### src/rtl/s7_iserdes_pkg.sv
// Shared types and helpers for the ISERDES frame-alignment controller.
package s7_iserdes_pkg;

    typedef enum logic [2:0] {
        ST_IDLE   = 3'd0,
        ST_CHECK  = 3'd1,
        ST_SLIP   = 3'd2,
        ST_SETTLE = 3'd3,
        ST_LOCKED = 3'd4,
        ST_FAIL   = 3'd5
    } state_t;

    // Frame-lane word expected from a typical 8-bit ADC frame clock.
    localparam logic [7:0] DEF_FRAME_PATTERN = 8'hF0;

    // Bits needed to hold values 0..max_val, i.e. clog2(max_val + 1).
    function automatic int unsigned cnt_width(input int unsigned max_val);
        int unsigned w;
        w = 1;
        for (int unsigned i = 1; i < 32; i++) begin
            if ((32'd1 << i) <= max_val) w = i + 1;
        end
        return w;
    endfunction

endpackage

### src/rtl/s7_iserdes_frame_align_sat_counter.sv
// Saturating up-counter with synchronous clear (clear wins over increment).
module sat_counter #(
    parameter int unsigned W = 8
) (
    input  logic         clk,
    input  logic         rst_n,
    input  logic         clr,
    input  logic         inc,
    output logic [W-1:0] count
);

    logic [W-1:0] count_d;
    logic [W-1:0] count_q;

    // Next count: clear, else increment unless already at all-ones.
    always_comb begin
        count_d = count_q;
        if (clr) begin
            count_d = '0;
        end else if (inc && (count_q != '1)) begin
            count_d = count_q + W'(1);
        end
    end

    // Count register.
    always_ff @(posedge clk or negedge rst_n) begin
        if (!rst_n) count_q <= '0;
        else        count_q <= count_d;
    end

    assign count = count_q;

endmodule

### src/rtl/s7_iserdes_frame_align.sv
// Frame-word alignment controller for the 7-series ISERDES: issues bitslip
// pulses until the frame lane matches FRAME_PATTERN, then monitors for loss.
module s7_iserdes_frame_align
    import s7_iserdes_pkg::*;
#(
    parameter int unsigned   DW            = 8,
    parameter logic [DW-1:0] FRAME_PATTERN = DW'(DEF_FRAME_PATTERN),
    parameter int unsigned   SETTLE_CYC    = 4,
    parameter int unsigned   MATCH_CNT     = 16,
    parameter int unsigned   MISS_LIMIT    = 4,
    parameter int unsigned   MAX_SLIPS     = 2 * DW
) (
    input  logic          sys_clk,
    input  logic          sys_rst_n,
    input  logic          enable,
    input  logic [DW-1:0] frame_word,
    input  logic          frame_valid,
    output logic          bitslip,
    output logic          locked,
    output logic          align_err,
    output logic [7:0]    slip_count,
    output logic [7:0]    relock_count
);

    localparam int unsigned MW  = cnt_width(MATCH_CNT);
    localparam int unsigned MSW = cnt_width(MISS_LIMIT);
    localparam int unsigned TW  = cnt_width(SETTLE_CYC);

    localparam logic [MW-1:0]  MATCH_LAST  = MW'(MATCH_CNT - 1);
    localparam logic [MSW-1:0] MISS_LAST   = MSW'(MISS_LIMIT - 1);
    localparam logic [7:0]     SLIP_MAX    = 8'(MAX_SLIPS);
    localparam logic [TW-1:0]  SETTLE_LOAD = TW'(SETTLE_CYC);

    state_t         state_d, state_q;
    logic [TW-1:0]  timer_d, timer_q;
    logic           cmp_valid_d, cmp_valid_q;
    logic           cmp_match_d, cmp_match_q;
    logic           bitslip_d, bitslip_q;
    logic           locked_d, locked_q;
    logic           align_err_d, align_err_q;

    logic           slip_clr, slip_inc;
    logic           relock_clr, relock_inc;
    logic           match_clr, match_inc;
    logic           miss_clr, miss_inc;

    logic [7:0]     slip_cnt;
    logic [7:0]     relock_cnt;
    logic [MW-1:0]  match_cnt;
    logic [MSW-1:0] miss_cnt;

    // Compare stage: words are only accepted while CHECK or LOCKED is
    // active, so anything arriving during SLIP/SETTLE is discarded.
    always_comb begin
        cmp_valid_d = frame_valid && ((state_q == ST_CHECK) || (state_q == ST_LOCKED));
        cmp_match_d = (frame_word == FRAME_PATTERN);
    end

    // Compare register.
    always_ff @(posedge sys_clk or negedge sys_rst_n) begin
        if (!sys_rst_n) begin
            cmp_valid_q <= 1'b0;
            cmp_match_q <= 1'b0;
        end else begin
            cmp_valid_q <= cmp_valid_d;
            cmp_match_q <= cmp_match_d;
        end
    end

    // Next-state, counter controls and registered-output decode.
    always_comb begin
        state_d    = state_q;
        timer_d    = timer_q;
        slip_clr   = 1'b0;
        slip_inc   = 1'b0;
        relock_clr = 1'b0;
        relock_inc = 1'b0;
        match_clr  = 1'b0;
        match_inc  = 1'b0;
        miss_clr   = 1'b0;
        miss_inc   = 1'b0;

        if (!enable) begin
            state_d = ST_IDLE;
        end else begin
            case (state_q)
                ST_IDLE: begin
                    slip_clr   = 1'b1;
                    relock_clr = 1'b1;
                    match_clr  = 1'b1;
                    state_d    = ST_CHECK;
                end
                ST_CHECK: begin
                    if (cmp_valid_q) begin
                        if (cmp_match_q) begin
                            match_inc = 1'b1;
                            if (match_cnt == MATCH_LAST) begin
                                state_d  = ST_LOCKED;
                                miss_clr = 1'b1;
                            end
                        end else begin
                            match_clr = 1'b1;
                            if (slip_cnt == SLIP_MAX) begin
                                state_d = ST_FAIL;
                            end else begin
                                // Counted on entry so slip_count moves with the pulse.
                                state_d  = ST_SLIP;
                                slip_inc = 1'b1;
                            end
                        end
                    end
                end
                ST_SLIP: begin
                    state_d = ST_SETTLE;
                    timer_d = SETTLE_LOAD;
                end
                ST_SETTLE: begin
                    if (timer_q == '0) state_d = ST_CHECK;
                    else               timer_d = timer_q - TW'(1);
                end
                ST_LOCKED: begin
                    if (cmp_valid_q) begin
                        if (cmp_match_q) begin
                            miss_clr = 1'b1;
                        end else if (miss_cnt == MISS_LAST) begin
                            state_d    = ST_CHECK;
                            relock_inc = 1'b1;
                            slip_clr   = 1'b1;
                            match_clr  = 1'b1;
                        end else begin
                            miss_inc = 1'b1;
                        end
                    end
                end
                ST_FAIL: begin
                    state_d = ST_FAIL;
                end
                default: begin
                    state_d = ST_IDLE;
                end
            endcase
        end

        bitslip_d   = (state_d == ST_SLIP);
        locked_d    = (state_d == ST_LOCKED);
        align_err_d = (state_d == ST_FAIL);
    end

    // State, settle timer and output registers.
    always_ff @(posedge sys_clk or negedge sys_rst_n) begin
        if (!sys_rst_n) begin
            state_q     <= ST_IDLE;
            timer_q     <= '0;
            bitslip_q   <= 1'b0;
            locked_q    <= 1'b0;
            align_err_q <= 1'b0;
        end else begin
            state_q     <= state_d;
            timer_q     <= timer_d;
            bitslip_q   <= bitslip_d;
            locked_q    <= locked_d;
            align_err_q <= align_err_d;
        end
    end

    sat_counter #(.W(8)) u_slip_cnt (
        .clk   (sys_clk),
        .rst_n (sys_rst_n),
        .clr   (slip_clr),
        .inc   (slip_inc),
        .count (slip_cnt)
    );

    sat_counter #(.W(8)) u_relock_cnt (
        .clk   (sys_clk),
        .rst_n (sys_rst_n),
        .clr   (relock_clr),
        .inc   (relock_inc),
        .count (relock_cnt)
    );

    sat_counter #(.W(MW)) u_match_cnt (
        .clk   (sys_clk),
        .rst_n (sys_rst_n),
        .clr   (match_clr),
        .inc   (match_inc),
        .count (match_cnt)
    );

    sat_counter #(.W(MSW)) u_miss_cnt (
        .clk   (sys_clk),
        .rst_n (sys_rst_n),
        .clr   (miss_clr),
        .inc   (miss_inc),
        .count (miss_cnt)
    );

    assign bitslip      = bitslip_q;
    assign locked       = locked_q;
    assign align_err    = align_err_q;
    assign slip_count   = slip_cnt;
    assign relock_count = relock_cnt;

endmodule

### config.mk
export PLATFORM = sky130hd
export DESIGN_NAME = s7_iserdes_frame_align
export DESIGN_NICKNAME = d
export VERILOG_FILES = /design/src/rtl/s7_iserdes_pkg.sv /design/src/rtl/s7_iserdes_frame_align_sat_counter.sv /design/src/rtl/s7_iserdes_frame_align.sv
export SDC_FILE = /design/constraint.sdc
export NUM_CORES = 1
export LEC_CHECK = 0
export BUFFER_PORTS_ARGS = -buffer_cell sky130_fd_sc_hd__buf_2
export CAP_MARGIN = 30
export CORE_ASPECT_RATIO = 0.8
export CORE_MARGIN = 5
export CORE_UTILIZATION = 40
export DETAILED_ROUTE_END_ITERATION = 8
export PLACE_DENSITY_LB_ADDON = 0.2
export RECOVER_POWER = 50
export SETUP_SLACK_MARGIN = 0.02
export SLEW_MARGIN = 20
export SYNTH_ARGS = -nofsm -noshare
export SYNTH_HDL_FRONTEND = slang
export SYNTH_SLANG_ARGS = --single-unit
### constraint.sdc
create_clock -name sys_clk -period 2.24 [get_ports sys_clk]
set_input_delay 0.448 -clock sys_clk [delete_from_list [all_inputs] [get_ports sys_clk]]
set_output_delay 0.448 -clock sys_clk [all_outputs]
set_load 0.03 [all_outputs]
==> results of run 1 <==
cells by family (layout without fill, tap and decap cells):
family                   after synthesis  after routing  share of synthesized area [%]
AO/OA/AOI/OAI                         47             47                           14.9
adder cells (fa/ha/maj)               11             11                           6.73
buffers and inverters                 22             55                           4.46
AND/OR/NAND/NOR                       90             90                           26.9
multiplexers                           5              5                           2.45
XOR/XNOR                               4              4                           1.71
flip-flops                            35             35                           42.8
final cells by class:
class,instances,area (sq um),share of cell area [%]
Inverter,14,52.6,2.23
Clock inverter,1,30.0,1.27
Multi-Input combinational cell,157,1080,45.7
Clock buffer,6,72.6,3.08
Timing Repair Buffer,34,171,7.27
Tap cell,62,77.6,3.29
Sequential cell,35,876,37.1
power by group through the flow:
stage / combinational [mW] / clock [mW] / sequential, mW
after detailed placement: 0.257 / 0 / 0.727
after CTS: 0.258 / 0.562 / 0.716
after floorplan: 0.176 / 0 / 0.726
after global routing: 0.297 / 0.590 / 0.722
final: 0.254 / 0.541 / 0.716
after global placement: 0.251 / 0 / 0.726
worst max-delay path by stage:
stage | from | endpoint | slack (ps) | cells after the start
2_1_floorplan | u_slip_cnt.count[0] | u_slip_cnt.count[4] | 220 | 7
3_3_place_gp | u_slip_cnt.count[0] | u_slip_cnt.count[3] | 250 | 6
3_5_place_dp | u_slip_cnt.count[0] | u_slip_cnt.count[3] | 190 | 6
4_1_cts | u_slip_cnt.count[0] | u_slip_cnt.count[3] | 180 | 6
5_1_grt | u_slip_cnt.count[0] | locked | 20 | 6
6_report | u_slip_cnt.count[0] | u_slip_cnt.count[3] | 180 | 6
sequential cells by signal (all words and copies together) (netlist names):
signal,flops
cmp_match_q,1
state_q,3
u_slip_cnt.count,8
u_match_cnt.count,5
locked,1
u_miss_cnt.count,3
u_relock_cnt.count,8
align_err,1
cmp_valid_q,1
bitslip,1
timer_q,3
critical path: cells and delay by family (launching register included):
family          cells  cell delay (ps)
compound gates      2              580
fa+ha+maj           1              190
buf+inv             1               70
flops               1              460
simple gates        2              700
synth_stat cells, drive strengths merged, types with 3 or more instances:
library cell  count
dfrtp            35
a21o              3
inv              14
mux2i             5
nand2            15
and4              5
nor3              7
and3              4
o41ai             4
nor4              3
nor2             14
ha               11
nor2b             4
o31ai             6
xnor2             3
or4               6
nor3b             3
o21ai             4
nand3             9
clkbuf            6
a21oi            20
metal layers:
| layer | share of wire [%] | GRT usage [%] | vias to the layer above |
|---|---|---|---|
| li1 | - | - | 857 |
| met1 | 50 | 18.9 | 812 |
| met2 | 44 | 21.7 | 31 |
| met3 | 4.5 | 4.04 | 7 |
| met4 | 1.6 | 5.29 | 0 |
| met5 | 0 | 0 | - |
through the flow:
step                      utilization (%)  area [sq um]
final                                47.4          2360
after global routing                 47.4          2360
after CTS                            47.5          2370
after detailed placement             45.5          2260
after global placement               45.5          2260
after floorplan                         -          2050
==> summary.txt, run 1 <==
Global route
  – First-pass GRT wire length: 7.62 mm
  – Global route total overflow: 0
  – Overall Global Routing Usage: 14.0%
  – Vias in the first global route: 1612
  – Largest net degree at the start of global routing: 36
  – Initial antenna violation count: 0

Pwr
  – Logic pwr share: about 17%
  – Leakage dissipation: 1.06 nW
  – Sw Ratio: 27.0%
  – Flop pwr share: between 40 and 50%
  – Maximum vdd ir drop: 346 uV
  – Pwr Density: 641 mW/mm^2
  – NetSw: 408 uW
  – Pint: 1.10 mW
  – Power Total: 1.51 mW
  – Clock share of power: 35.8%

Placement
  – DP Worst Slack: 193 ps
  – Number of instances in the placed design: about 300
  – Final HPWL DP: 3.12 mm
  – PortBufs: 30
  – GPL Wtd Cong: between 0.8 and 0.9

Setup path
  – Crit-path max FO: 14
  – Setup crit end kind: flip-flop
  – Reg2Reg Launch Point: u_slip_cnt.count[0]
  – RR Endpoint: u_slip_cnt.count[3]
  – CP max stage delay: approximately 540 ps
  – Crit path DAT: 2280 ps
  – Highest-delay cell along the critical path: or4_1
  – Setup slack, reg-to-reg: 180 ps
  – Crit path cell chain: inv_1 -> ha_1 -> nor4b_1 -> a211o_1 -> or4_1 -> a21oi_1
  – Worst Path Required: 2460 ps
  – CP Class: reg2reg
  – Worst setup SP type: flip-flop
  – Worst reg2reg path depth: 6

Flow run
  – Max-Cap Viols: 0

Floorplanning
  – Core Region: between 0.004 and 0.005 sq mm
  – Die width: 90.0 microns
  – Starting Density: 41.1%
  – Row count: 23
  – Io pins: 31
  – Die area: 0.00665 sq mm
  – DIE HEIGHT: about 74 microns

Layout
  – Most common cell after layout, fill and taps aside: dfrtp_1
  – Finished Layout Cells: approximately 310
  – Final nets: 270
  – Fill cells: 489
  – Most frequent cells in the layout: dfrtp_1, buf_2, a21oi_1
  – Layout cell share with drive strength beyond 1: 15.0%
  – Area grow syn2layout: 15.3%
  – ANT cells: 0

Synth
  – Post-synthesis async set-or-reset flop share: 100%
  – Flops & latches, synth: 35
  – Largest area contributor in the netlist: dfrtp_1
  – Syn_nets: ~240
  – Avg Cell Area, Syn: roughly 9.6 sq um
  – Register area share after synthesis: 42.8%
  – Synth top area share: between 40% and 50%
  – Post-synthesis cell type count: 48
  – Synth warnings: 0
  – Synth area leaders: dfrtp_1, ha_1, a21oi_1
  – Cell count after synthesis: 214
  – Post-synth EDFFs: 0
  – Ys flop type: dfrtp_1
  – Synthesized area: 0.00205 sq mm

Clock network
  – CTS Hold Bufs: 0
  – H-tree depth: 2
  – Post-CTS Setup Repair Bufs: 0
  – # clock sinks: 35
  – Skew-Pair Late Insertion Delay: 290 ps
  – CTS Buf Count: 5
  – CTS tree: built
  – Clk buf depth: 2
  – CTS root buf: clkbuf_8
  – Post-CTS sizing: 0
  – Worst-path clk slew: 70 ps

Timing
  – Tightest Pin Transition: 887 ps
  – Worst hold margin: 271 ps
  – Max Fclk: 485 MHz
  – Final setup viols: 0
  – Clock skew: 11.9 ps
  – Final Critical Period: slightly above 2000 ps
  – Final TNS setup: 0 ps
  – Crit share post-route: 92.1%
  – Final setup margin: 176 ps
  – RSZ-0062 raised after global routing: no
  – Relative slew slack: 40.8%
  – Final hold vios: 0
  – Slew Viols, Final: 0

Min path
  – Hold WC Path Type: in2async

Drt
  – TritonRoute pass-1 iters: 4
  – Antenna-violating nets left: 0
  – WL final: between 4 and 5 mm
  – Routed len/inst: 13.8 microns
  – Vias: 1707
  – Vias/cell: 5.52
  – DR DRC count: 0
  – Initial DRC Count: 90

Run status
  – Status: finished, final reports clean
(Power assumes the default switching activity.)
==> inputs of run 2 (changes only) <==
Settings changed: ABC_CLOCK_PERIOD_IN_PS from default to 2240, CORE_MARGIN 5 to default, CORE_UTILIZATION 40 to 52.
==> run 2 against run 1 <==
Effect of this change:
- the flow now finishes with violations (capacitance limit, slew limit)
- worst setup slack gained 16 ps
- wire length shrank 4.6%
- register-to-register slack gained 20 ps
- flip-flop and latch count is the same
- non-clock buffer count grew 1
- utilization grew 17 points
- clock power shrank 20%
- critical endpoint unchanged
- highest routed layer unchanged
==> summary.txt, run 2 (same netlist as run 1, synthesis figures left out) <==
Run status
  – Status: finished with violations
  – Failing checks: capacitance limit, slew limit

Pwr
  – NetSw: 404 uW
  – Clock share of power: 30.9%
  – Leakage dissipation: 1.05 nW
  – Power Total: 1.40 mW
  – Pwr Density: 601 mW/mm^2
  – Sw Ratio: 28.9%
  – Maximum vdd ir drop: 439 uV
  – Flop pwr share: approximately half
  – Pint: 995 uW
  – Logic pwr share: 18.4%

Clock network
  – CTS Buf Count: 5
  – Clk buf depth: 2
  – Skew-Pair Late Insertion Delay: about 280 ps
  – Post-CTS sizing: 0
  – CTS root buf: clkbuf_8
  – Post-CTS Setup Repair Bufs: 0
  – CTS Hold Bufs: 0
  – Worst-path clk slew: roughly 70 ps
  – H-tree depth: 2
  – # clock sinks: 35
  – CTS tree: built

Setup path
  – Crit path DAT: 2260 ps
  – Worst reg2reg path depth: 6
  – Setup crit end kind: flip-flop
  – Crit path cell chain: inv_1 -> ha_1 -> nor4b_1 -> a211o_1 -> or4_1 -> a21oi_1
  – Reg2Reg Launch Point: u_slip_cnt.count[0]
  – Worst setup SP type: flip-flop
  – Setup slack, reg-to-reg: just under 200 ps
  – Crit-path max FO: 14
  – CP max stage delay: 550 ps
  – Buf/Inv on CP: 1
  – Worst path top cell family by delay: simple AND/OR/NAND/NOR gates
  – CP Class: reg2reg
  – RR Endpoint: u_slip_cnt.count[3]
  – Worst Path Required: 2450 ps
  – Highest-delay cell along the critical path: or4_1

Global route
  – Largest net degree at the start of global routing: 36
  – First-pass GRT wire length: 7.07 mm
  – Vias in the first global route: ~1500
  – Global route total overflow: 0
  – Initial antenna violation count: 0
  – Overall Global Routing Usage: 21.7%

Floorplanning
  – DIE HEIGHT: 58.1 microns
  – Starting Density: 57.0%
  – Core Region: approximately 0.0036 sq mm
  – Io pins: 31
  – Die width: 72.1 microns
  – Die area: 0.00419 sq mm
  – Row count: 19

Timing
  – Max Fclk: ~500 MHz
  – Relative slew slack: -26.0%
  – Final hold vios: 0
  – Slew Viols, Final: 36
  – Clock skew: 5.69 ps
  – Tightest Pin Transition: 1890 ps
  – Final Critical Period: 2050 ps
  – Crit share post-route: 91.4%
  – Worst hold margin: a little under 400 ps
  – RSZ-0062 raised after global routing: no
  – Final TNS setup: 0 ps
  – Final setup viols: 0

Layout
  – Most common cell after layout, fill and taps aside: dfrtp_1
  – ANT cells: 0
  – Layout cell share with drive strength beyond 1: 14.5%
  – Finished Layout Cells: between 300 and 400
  – Final nets: 271
  – Area grow syn2layout: 13.8%
  – Most frequent cells in the layout: dfrtp_1, buf_2, a21oi_1

Drt
  – Routed len/inst: 13.5 microns
  – Vias: 1746
  – DR DRC count: 0
  – Antenna-violating nets left: 0
  – Initial DRC Count: 105
  – WL final: 4.07 mm
  – TritonRoute pass-1 iters: 4
  – Vias/cell: between 5 and 6

Flow run
  – Max-Cap Viols: 1

Min path
  – Hold endpoint: cmp_match_q
  – Hold WC Path Type: in2reg
  – Hold Path Stages: 3
  – Min-delay src: frame_word[2]

Placement
  – PortBufs: 30
  – Final HPWL DP: just under 3 mm
  – Number of instances in the placed design: 293
  – GPL Wtd Cong: 0.848
-- run 2: cell types whose count changed in the layout (fill, tap and decap cells not counted) --
cell / delta
clkbuf_2: -1
bufinv_16: -1
clkinv_2: +1
clkbuf_1: +3
-- run 2: how the worst max path moves through the flow --
stage | startpoint | to | cells past startpoint
finish | u_slip_cnt.count[0] | u_slip_cnt.count[3] | 6
global route | u_slip_cnt.count[0] | u_slip_cnt.count[4] | 6
CTS | u_slip_cnt.count[0] | u_slip_cnt.count[5] | 6
detailed placement | u_slip_cnt.count[0] | u_slip_cnt.count[3] | 6
global placement | u_slip_cnt.count[0] | u_slip_cnt.count[3] | 6
floorplan | u_slip_cnt.count[0] | u_slip_cnt.count[4] | 7
-- run 2: final cells by class --
type	instances	area, sq um
Multi-Input combinational cell	157	1080
Timing Repair Buffer	35	174
Clock buffer	7	76.3
Inverter	14	52.6
Fill cell	306	1260
Tap cell	52	65.1
Clock inverter	1	5.00
Sequential cell	35	876
-- run 2: routing by layer --
layer  GRT usage [%]  wire (microns)  share of wire, %  up-vias
li1                -               -                 -      864
met1            31.7            2110                52      839
met2            32.3            1750                43       38
met3            5.22             174               4.3        5
met4            5.88              35              0.86        0
met5               0               0                 0        -
-- run 2: power groups by stage --
| stage | Sequential (mW) | Combinational, mW | Clock [mW] |
|---|---|---|---|
| 3_3_place_gp | 0.722 | 0.256 | 0 |
| 5_1_grt | 0.716 | 0.294 | 0.478 |
| 3_5_place_dp | 0.723 | 0.262 | 0 |
| 4_1_cts | 0.711 | 0.263 | 0.447 |
| 2_1_floorplan | 0.726 | 0.176 | 0 |
| 6_report | 0.711 | 0.257 | 0.432 |
-- run 2: metrics by stage --
stage | area (sq um) | util, % | setup WS [ps]
after floorplan | 2050 | - | 220
after global placement | 2260 | 62.9 | 240
after detailed placement | 2260 | 62.9 | 201
after CTS | 2340 | 65.2 | 190
after global routing | 2330 | 64.8 | 54.3
final | 2330 | 64.8 | 193
-- run 2: worst min-delay path, stage by stage --
cell and delay, ps:
buf_2 70, or4_1 80, nor2_1 30
